`src/rtl/mm_bram_responder.sv`:
```
// Dual-ported front end for one shared single-port 32-bit word array.
// The core (BRAM-style) port always wins; host requests fill idle cycles.
module mm_bram_responder #(
  parameter int DEPTH        = 64,
  parameter int READ_LATENCY = 1
) (
  input  logic                     clock_i,
  input  logic                     reset_i,
  input  logic                     BRAM_en_i,
  input  logic [3:0]               BRAM_we_i,
  input  logic [31:0]              BRAM_addr_i,
  input  logic [31:0]              BRAM_din_i,
  output logic [31:0]              BRAM_dout_o,
  input  logic                     host_valid_i,
  output logic                     host_ready_o,
  input  logic                     host_we_i,
  input  logic [$clog2(DEPTH)-1:0] host_addr_i,
  input  logic [31:0]              host_wdata_i,
  output logic                     host_rvalid_o,
  output logic [31:0]              host_rdata_o,
  output logic                     err_o,
  input  logic                     err_clr_i
);

  localparam int AW = $clog2(DEPTH);

  logic [31:0]   mem [DEPTH];
  logic [31:0]   rd_word_reg;

  logic          core_legal;
  logic          host_fire;
  logic          acc_en;
  logic [AW-1:0] acc_addr;
  logic [3:0]    acc_we;
  logic [31:0]   acc_wdata;

  logic          core_v1_reg;
  logic          host_v1_reg;
  logic          ill1_reg;
  logic          err_reg;
  logic [31:0]   core_res;
  logic [31:0]   core_hold_reg;
  logic [31:0]   host_hold_reg;

  // Upper address bits beyond the array must be zero, and the access word-aligned.
  assign core_legal   = (BRAM_addr_i[1:0] == 2'b00) && (BRAM_addr_i[31:AW+2] == '0);
  assign host_fire    = host_valid_i & ~BRAM_en_i;
  assign host_ready_o = host_fire;

  always_comb begin
    acc_en    = BRAM_en_i | host_valid_i;
    acc_addr  = host_addr_i;
    acc_we    = {4{host_we_i}};
    acc_wdata = host_wdata_i;
    if (BRAM_en_i) begin
      acc_addr  = BRAM_addr_i[AW+1:2];
      acc_we    = core_legal ? BRAM_we_i : 4'b0000;
      acc_wdata = BRAM_din_i;
    end
  end

  // Read-first array port: the read register captures the word before any byte update.
  always_ff @(posedge clock_i) begin
    if (acc_en) begin
      rd_word_reg <= mem[acc_addr];
      for (int k = 0; k < 4; k++) begin
        if (acc_we[k]) begin
          mem[acc_addr][k*8 +: 8] <= acc_wdata[k*8 +: 8];
        end
      end
    end
  end

  always_ff @(posedge clock_i or negedge reset_i) begin
    if (!reset_i) begin
      core_v1_reg <= 1'b0;
      host_v1_reg <= 1'b0;
      ill1_reg    <= 1'b0;
      err_reg     <= 1'b0;
    end else begin
      core_v1_reg <= BRAM_en_i;
      host_v1_reg <= host_fire & ~host_we_i;
      ill1_reg    <= BRAM_en_i & ~core_legal;
      if (BRAM_en_i && !core_legal) begin
        err_reg <= 1'b1;
      end else if (err_clr_i) begin
        err_reg <= 1'b0;
      end
    end
  end

  assign core_res = ill1_reg ? 32'h0 : rd_word_reg;
  assign err_o    = err_reg;

  // Hold registers keep the last result; at latency 2 they are also the output stage.
  always_ff @(posedge clock_i or negedge reset_i) begin
    if (!reset_i) begin
      core_hold_reg <= 32'h0;
      host_hold_reg <= 32'h0;
    end else begin
      if (core_v1_reg) begin
        core_hold_reg <= core_res;
      end
      if (host_v1_reg) begin
        host_hold_reg <= rd_word_reg;
      end
    end
  end

  generate
    if (READ_LATENCY == 2) begin : g_lat2
      logic host_v2_reg;
      always_ff @(posedge clock_i or negedge reset_i) begin
        if (!reset_i) begin
          host_v2_reg <= 1'b0;
        end else begin
          host_v2_reg <= host_v1_reg;
        end
      end
      assign BRAM_dout_o   = core_hold_reg;
      assign host_rdata_o  = host_hold_reg;
      assign host_rvalid_o = host_v2_reg;
    end else begin : g_lat1
      assign BRAM_dout_o   = core_v1_reg ? core_res : core_hold_reg;
      assign host_rdata_o  = host_v1_reg ? rd_word_reg : host_hold_reg;
      assign host_rvalid_o = host_v1_reg;
    end
  endgenerate

endmodule

```
`config.mk`:
```
export PLATFORM = sky130hd
export DESIGN_NAME = mm_bram_responder
export DESIGN_NICKNAME = d
export VERILOG_FILES = /design/src/rtl/mm_bram_responder.sv
export SDC_FILE = /design/constraint.sdc
export NUM_CORES = 2
export LEC_CHECK = 0
export BUFFER_PORTS_ARGS = -buffer_cell sky130_fd_sc_hd__buf_4
export CORE_MARGIN = 3
export CORE_UTILIZATION = 62
export CTS_CLUSTER_DIAMETER = 30
export CTS_CLUSTER_SIZE = 40
export DETAILED_ROUTE_END_ITERATION = 7
export PLACE_DENSITY = 0.86
export SKIP_LAST_GASP = 1
export SYNTH_ARGS = -nofsm -noshare
export SYNTH_HDL_FRONTEND = slang
export SYNTH_SLANG_ARGS = --single-unit
```
`constraint.sdc`:
```
create_clock -name clock_i -period 2 [get_ports clock_i]
set_input_delay 0 -clock clock_i [delete_from_list [all_inputs] [get_ports clock_i]]
set_output_delay 0 -clock clock_i [all_outputs]
set_load 0.1 [all_outputs]
```
==> flow_summary.ini, run 1 <==
[run_status]
outcome = did not finish
stop_stage = global routing
error_line = [ERROR GRT-0116] Global routing finished with congestion. Check the congestion regions in the DRC Viewer.

[clock_network]
cts_root_buf = clkbuf_16
cts_inserted_buffers = 330
cts_max_level = 5
clock-sinks = 2148
clockBufferDepth = 4

[synthesis]
synth_cells = 4952
ys_warn_count = 0
postSynth.asyncResetShare = 0.0317
ys_seq_area_frac = 0.789
synth_ff_type = edfxtp_1
synth-edff-count = 2080
syn-cell-area_um2 = 81300
synth_fp_nets = 5064
yosys.cell_types.count = 49
synth_seq_cells = 2148
syn_avg_cell_area_um2 = 16.4

[placement]
port_buffers = 178
gp_congestion = 0.929
pre_cts_ws_ns = -1.31
hpwl_um = 156000

[floorplan]
fp.dieW_um = 368
start_util = 0.627
io_pins = 179
rows = 132
fp.dieH_um = 368

[grt]
grt_pass1_vias = 78000
grt_max_degree = 69
overflow = 4
grt_pass1_wl_um = 642000
grt_usage = 0.689
-- metal layers --
layer | global-route usage | overflow
met3 | 0.616 | 1
met5 | 0.460 | 0
met2 | 0.809 | 1
met4 | 0.656 | 2
met1 | 0.663 | 0
-- cell usage after synthesis (2+ instances only) --
cell / instances / share of area
edfxtp_1: 2080 / 0.77
o21ai_0: 660 / 0.041
a22oi_1: 590 / 0.054
clkbuf_1: 302 / 0.014
nor3_1: 257 / 0.016
a31oi_1: 173 / 0.013
and4_1: 149 / 0.016
mux2_2: 134 / 0.019
nand2_1: 122 / 0.0056
a222oi_1: 69 / 0.0085
dfrtp_1: 68 / 0.021
buf_2: 56 / 0.0034
buf_1: 40 / 0.0018
nor4_1: 39 / 0.0030
inv_1: 33 / 0.0015
nand3_1: 33 / 0.0020
nand4_1: 31 / 0.0024
a21oi_1: 25 / 0.0015
nor2_1: 16 / 0.00074
a31o_2: 13 / 0.0014
mux2i_1: 6 / 0.00074
nand2b_1: 6 / 0.00046
buf_6: 4 / 0.00055
o21ai_2: 4 / 0.00043
or2_2: 4 / 0.00031
a2111oi_0: 3 / 0.00032
and4b_1: 3 / 0.00037
buf_4: 3 / 0.00028
nor2b_1: 3 / 0.00023
or2_1: 3 / 0.00023
and3_1: 2 / 0.00015
and4bb_1: 2 / 0.00031
nand3b_1: 2 / 0.00018
o32a_1: 2 / 0.00025
-- kinds of logic after synthesis --
kind of cell | count (synthesis) | synth area share
AND/OR/NAND/NOR | 677 | 0.0485
multiplexers | 141 | 0.0194
AO/OA/AOI/OAI | 1546 | 0.122
buffers and inverters | 440 | 0.0217
flip-flops | 2148 | 0.789
-- through the flow --
| step | instances | setup TNS (ns) | util | hold WS (ns) | cell area, um2 |
|---|---|---|---|---|---|
| 4_1_cts | 8035 | -19.52 | 0.818 | 0.0356 | 106000 |
| 3_5_place_dp | 7322 | -1618.36 | 0.710 | 0.143 | 92200 |
| 3_3_place_gp | 7322 | -1343.85 | 0.710 | 0.145 | 92200 |
| 2_1_floorplan | 4952 | -908.60 | - | -0.296 | 81700 |
-- repair_timing --
item / 4_1_cts
endpoints found under the setup margin: 1651
buffers inserted: 49
pin swaps: 87
gates cloned: 8
hold endpoints to repair: 2221
resized for setup: 356
hold buffers: 76
==> run 2, diff against run 1 <==
CORE_UTILIZATION = 40   (was 62)
CTS_CLUSTER_DIAMETER = default   (was 30)
CTS_CLUSTER_SIZE = default   (was 40)
PLACE_DENSITY = default   (was 0.86)
PLACE_DENSITY_LB_ADDON = 0.15   (was default)
==> flow_summary.ini, run 2 <==
[clock_network]
cts_inserted_buffers = 214
cts_max_level = 4
clock-sinks = 2148
clockBufferDepth = 3
clk_pin_slew_worst_paths_ns = 0.06
cts_tree = built
insertion_delay_ns = 0.86
cts_root_buf = clkbuf_16

[hold_path]
hp-class = input pin to flop
worstHoldEndpoint = mem[41][18]
worstHoldPathCells = 5
hold_start = BRAM_we_i[2]

[floorplan]
rows = 164
start_util = 0.405
fp.dieH_um = 457
fp.dieW_um = 457
io_pins = 179
fp.dieArea_um2 = 209000
core-area_um2 = 201000

[sta]
rsz0062_at_grt = yes
fmax_ghz = 0.436
finalCritPeriodShare = 1.15
skew_ns = 0.0267
finalHoldViolations = 0
drv_slew = 0
period_minus_slack_ns = 2.29
setup_viol = 75
layout_setup_ws_ns = -0.292
worst_pin_slew_ns = 1.36
maxSlewHeadroom = 0.0899

[worst_setup_path]
endpoint_kind = flop
critical_path_class = flop to flop
critPathMaxFanout = 1
critPathRequiredTime_ns = 2.59
critPathLaunchType = flop
r2r.worst_path.cells = 7
timing.rr.start = mem[62][15]
r2r_slack_ns = -0.29
arrival_ns = 2.88
worstReg2RegEnd = rd_word_reg[15]

[detailed_routing]
vias = 52700
detail_route.drc_violations = 0
drt_iter0_drc = 6052
wl_per_cell_um = 30.3
ant_nets = 0
wl_um = 271000
vias_per_cell = 5.90
dr.pass1.iters = 8

[synthesis]
synth_seq_cells = 2148
synthTopCellsByArea = edfxtp_1, a22oi_1, o21ai_0
yosys.area.top_type_share = 0.768
synthTopCellsByCount = edfxtp_1, o21ai_0, a22oi_1
postSynth.asyncResetShare = 0.0317
synth_fp_nets = 5064
syn-cell-area_um2 = 81300
syn_avg_cell_area_um2 = 16.4
synth_ff_type = edfxtp_1
yosys.cell_types.count = 49
ys_seq_area_frac = 0.789
synth.most_common_cell = edfxtp_1
synth_cells = 4952
synth_top_cell_by_area = edfxtp_1
ys_warn_count = 0
synth-edff-count = 2080

[placement]
gp_congestion = 0.859
pre_cts_ws_ns = -1.31
hpwl_um = 176000
place_area_um2 = 94500
port_buffers = 178

[grt]
antenna_found_initial = 8
grt_pass1_wl_um = 386000
grt_max_degree = 65
overflow = 0
grt_usage = 0.254
grt_pass1_vias = 52000

[final_layout]
layout-drive-gt1-share = 0.294
register_area_um2 = 64200
n_fill_cell = 16400
largest_reg_flops = 2048
final_area_um2 = 104000
nNetsFinal = 6200
mostFrequentLayoutCell = edfxtp_1
regMostFlops = mem
syn2layout_area_growth_pct = 28.0
final_cell_mix = edfxtp_1, buf_4, o21ai_0
multi_input_comb_area_um2 = 16600

[run_status]
violations = negative setup slack
outcome = finished with violations

[power]
cellPowerDensity_nw_per_um2 = 978
vdd_drop_max_uv = 577
power_mw = 102
p_leak_nw = 34.5

[job]
maxCapViolations = 0
-- run 2: cell counts after synthesis --
No cell type changed its count.
-- run 2: area by class of cell --
type | count | share of cell area
diodes | 3 | 0.0000721
clock buffers | 259 | 0.0533
clock inverters | 139 | 0.0122
inverters | 34 | 0.00123
multi-input cells | 2364 | 0.160
flip-flops and latches | 2148 | 0.616
well taps | 2656 | 0.0319
repair buffers | 1326 | 0.125
-- run 2: cell families after synthesis --
family          Yosys count  share of synthesized area
flops                  2148                      0.789
mux                     141                     0.0194
simple gates            677                     0.0485
buf+inv                 440                     0.0217
compound gates         1546                      0.122
-- run 2: routing by layer --
metal	track usage	wire, um	vias up
li1	-	-	22600
met1	0.352	110000	27300
met2	0.417	131000	2376
met3	0.0385	21300	380
met4	0.0759	8020	0
met5	0	0	-
-- run 2: worst max-delay path by stage --
stage / startpoint / endpoint / slack [ns]
2_1_floorplan: host_addr_i[1] / mem[13][0] / -0.52
3_3_place_gp: BRAM_en_i / rd_word_reg[0] / -1.30
3_5_place_dp: BRAM_en_i / rd_word_reg[0] / -1.31
4_1_cts: mem[62][15] / rd_word_reg[15] / -0.25
5_1_grt: mem[62][15] / rd_word_reg[15] / -0.32
6_report: mem[62][15] / rd_word_reg[15] / -0.29
-- run 2: critical path: stages (launching register included) --
cell and delay, ns:
edfxtp_1 0.37, mux2_4 0.29, a222oi_1 0.56, buf_4 0.23, a31oi_4 0.09, nor4_4 0.25, buf_4 0.17, nand4_1 0.06
-- run 2: per-stage QoR --
stage / hold slack, ns / cells / setup TNS, ns / util
floorplan: -0.296 / 4952 / -908.60 / -
global route: 0.0547 / 8927 / -12.73 / 0.518
CTS: 0.0181 / 8915 / -211.17 / 0.517
finish: 0.0488 / 8929 / -6.81 / 0.518
global placement: 0.0260 / 8386 / -843.30 / 0.470
detailed placement: 0.0213 / 8386 / -812.37 / 0.470
-- run 2: report_power, final --
| group | switching (mW) | leakage, nW | internal (mW) | total, mW |
|---|---|---|---|---|
| Sequential | 0.426 | 19.6 | 50.4 | 50.8 |
| Combinational | 7.68 | 11.5 | 3.94 | 11.6 |
| Clock | 17.2 | 3.32 | 22.2 | 39.3 |
| Total | 25.3 | 34.5 | 76.5 | 102 |
-- run 2: what timing repair did --
action                                  4_1_cts  5_1_grt
endpoints found under the hold margin      2153        1
pin swaps                                    34        5
resized for setup                           233       43
hold buffers                                 82        1
gates cloned                                  6        1
endpoints found under the setup margin       84     2125
buffers inserted                             44       12
Power figures use the tool's default switching activity.
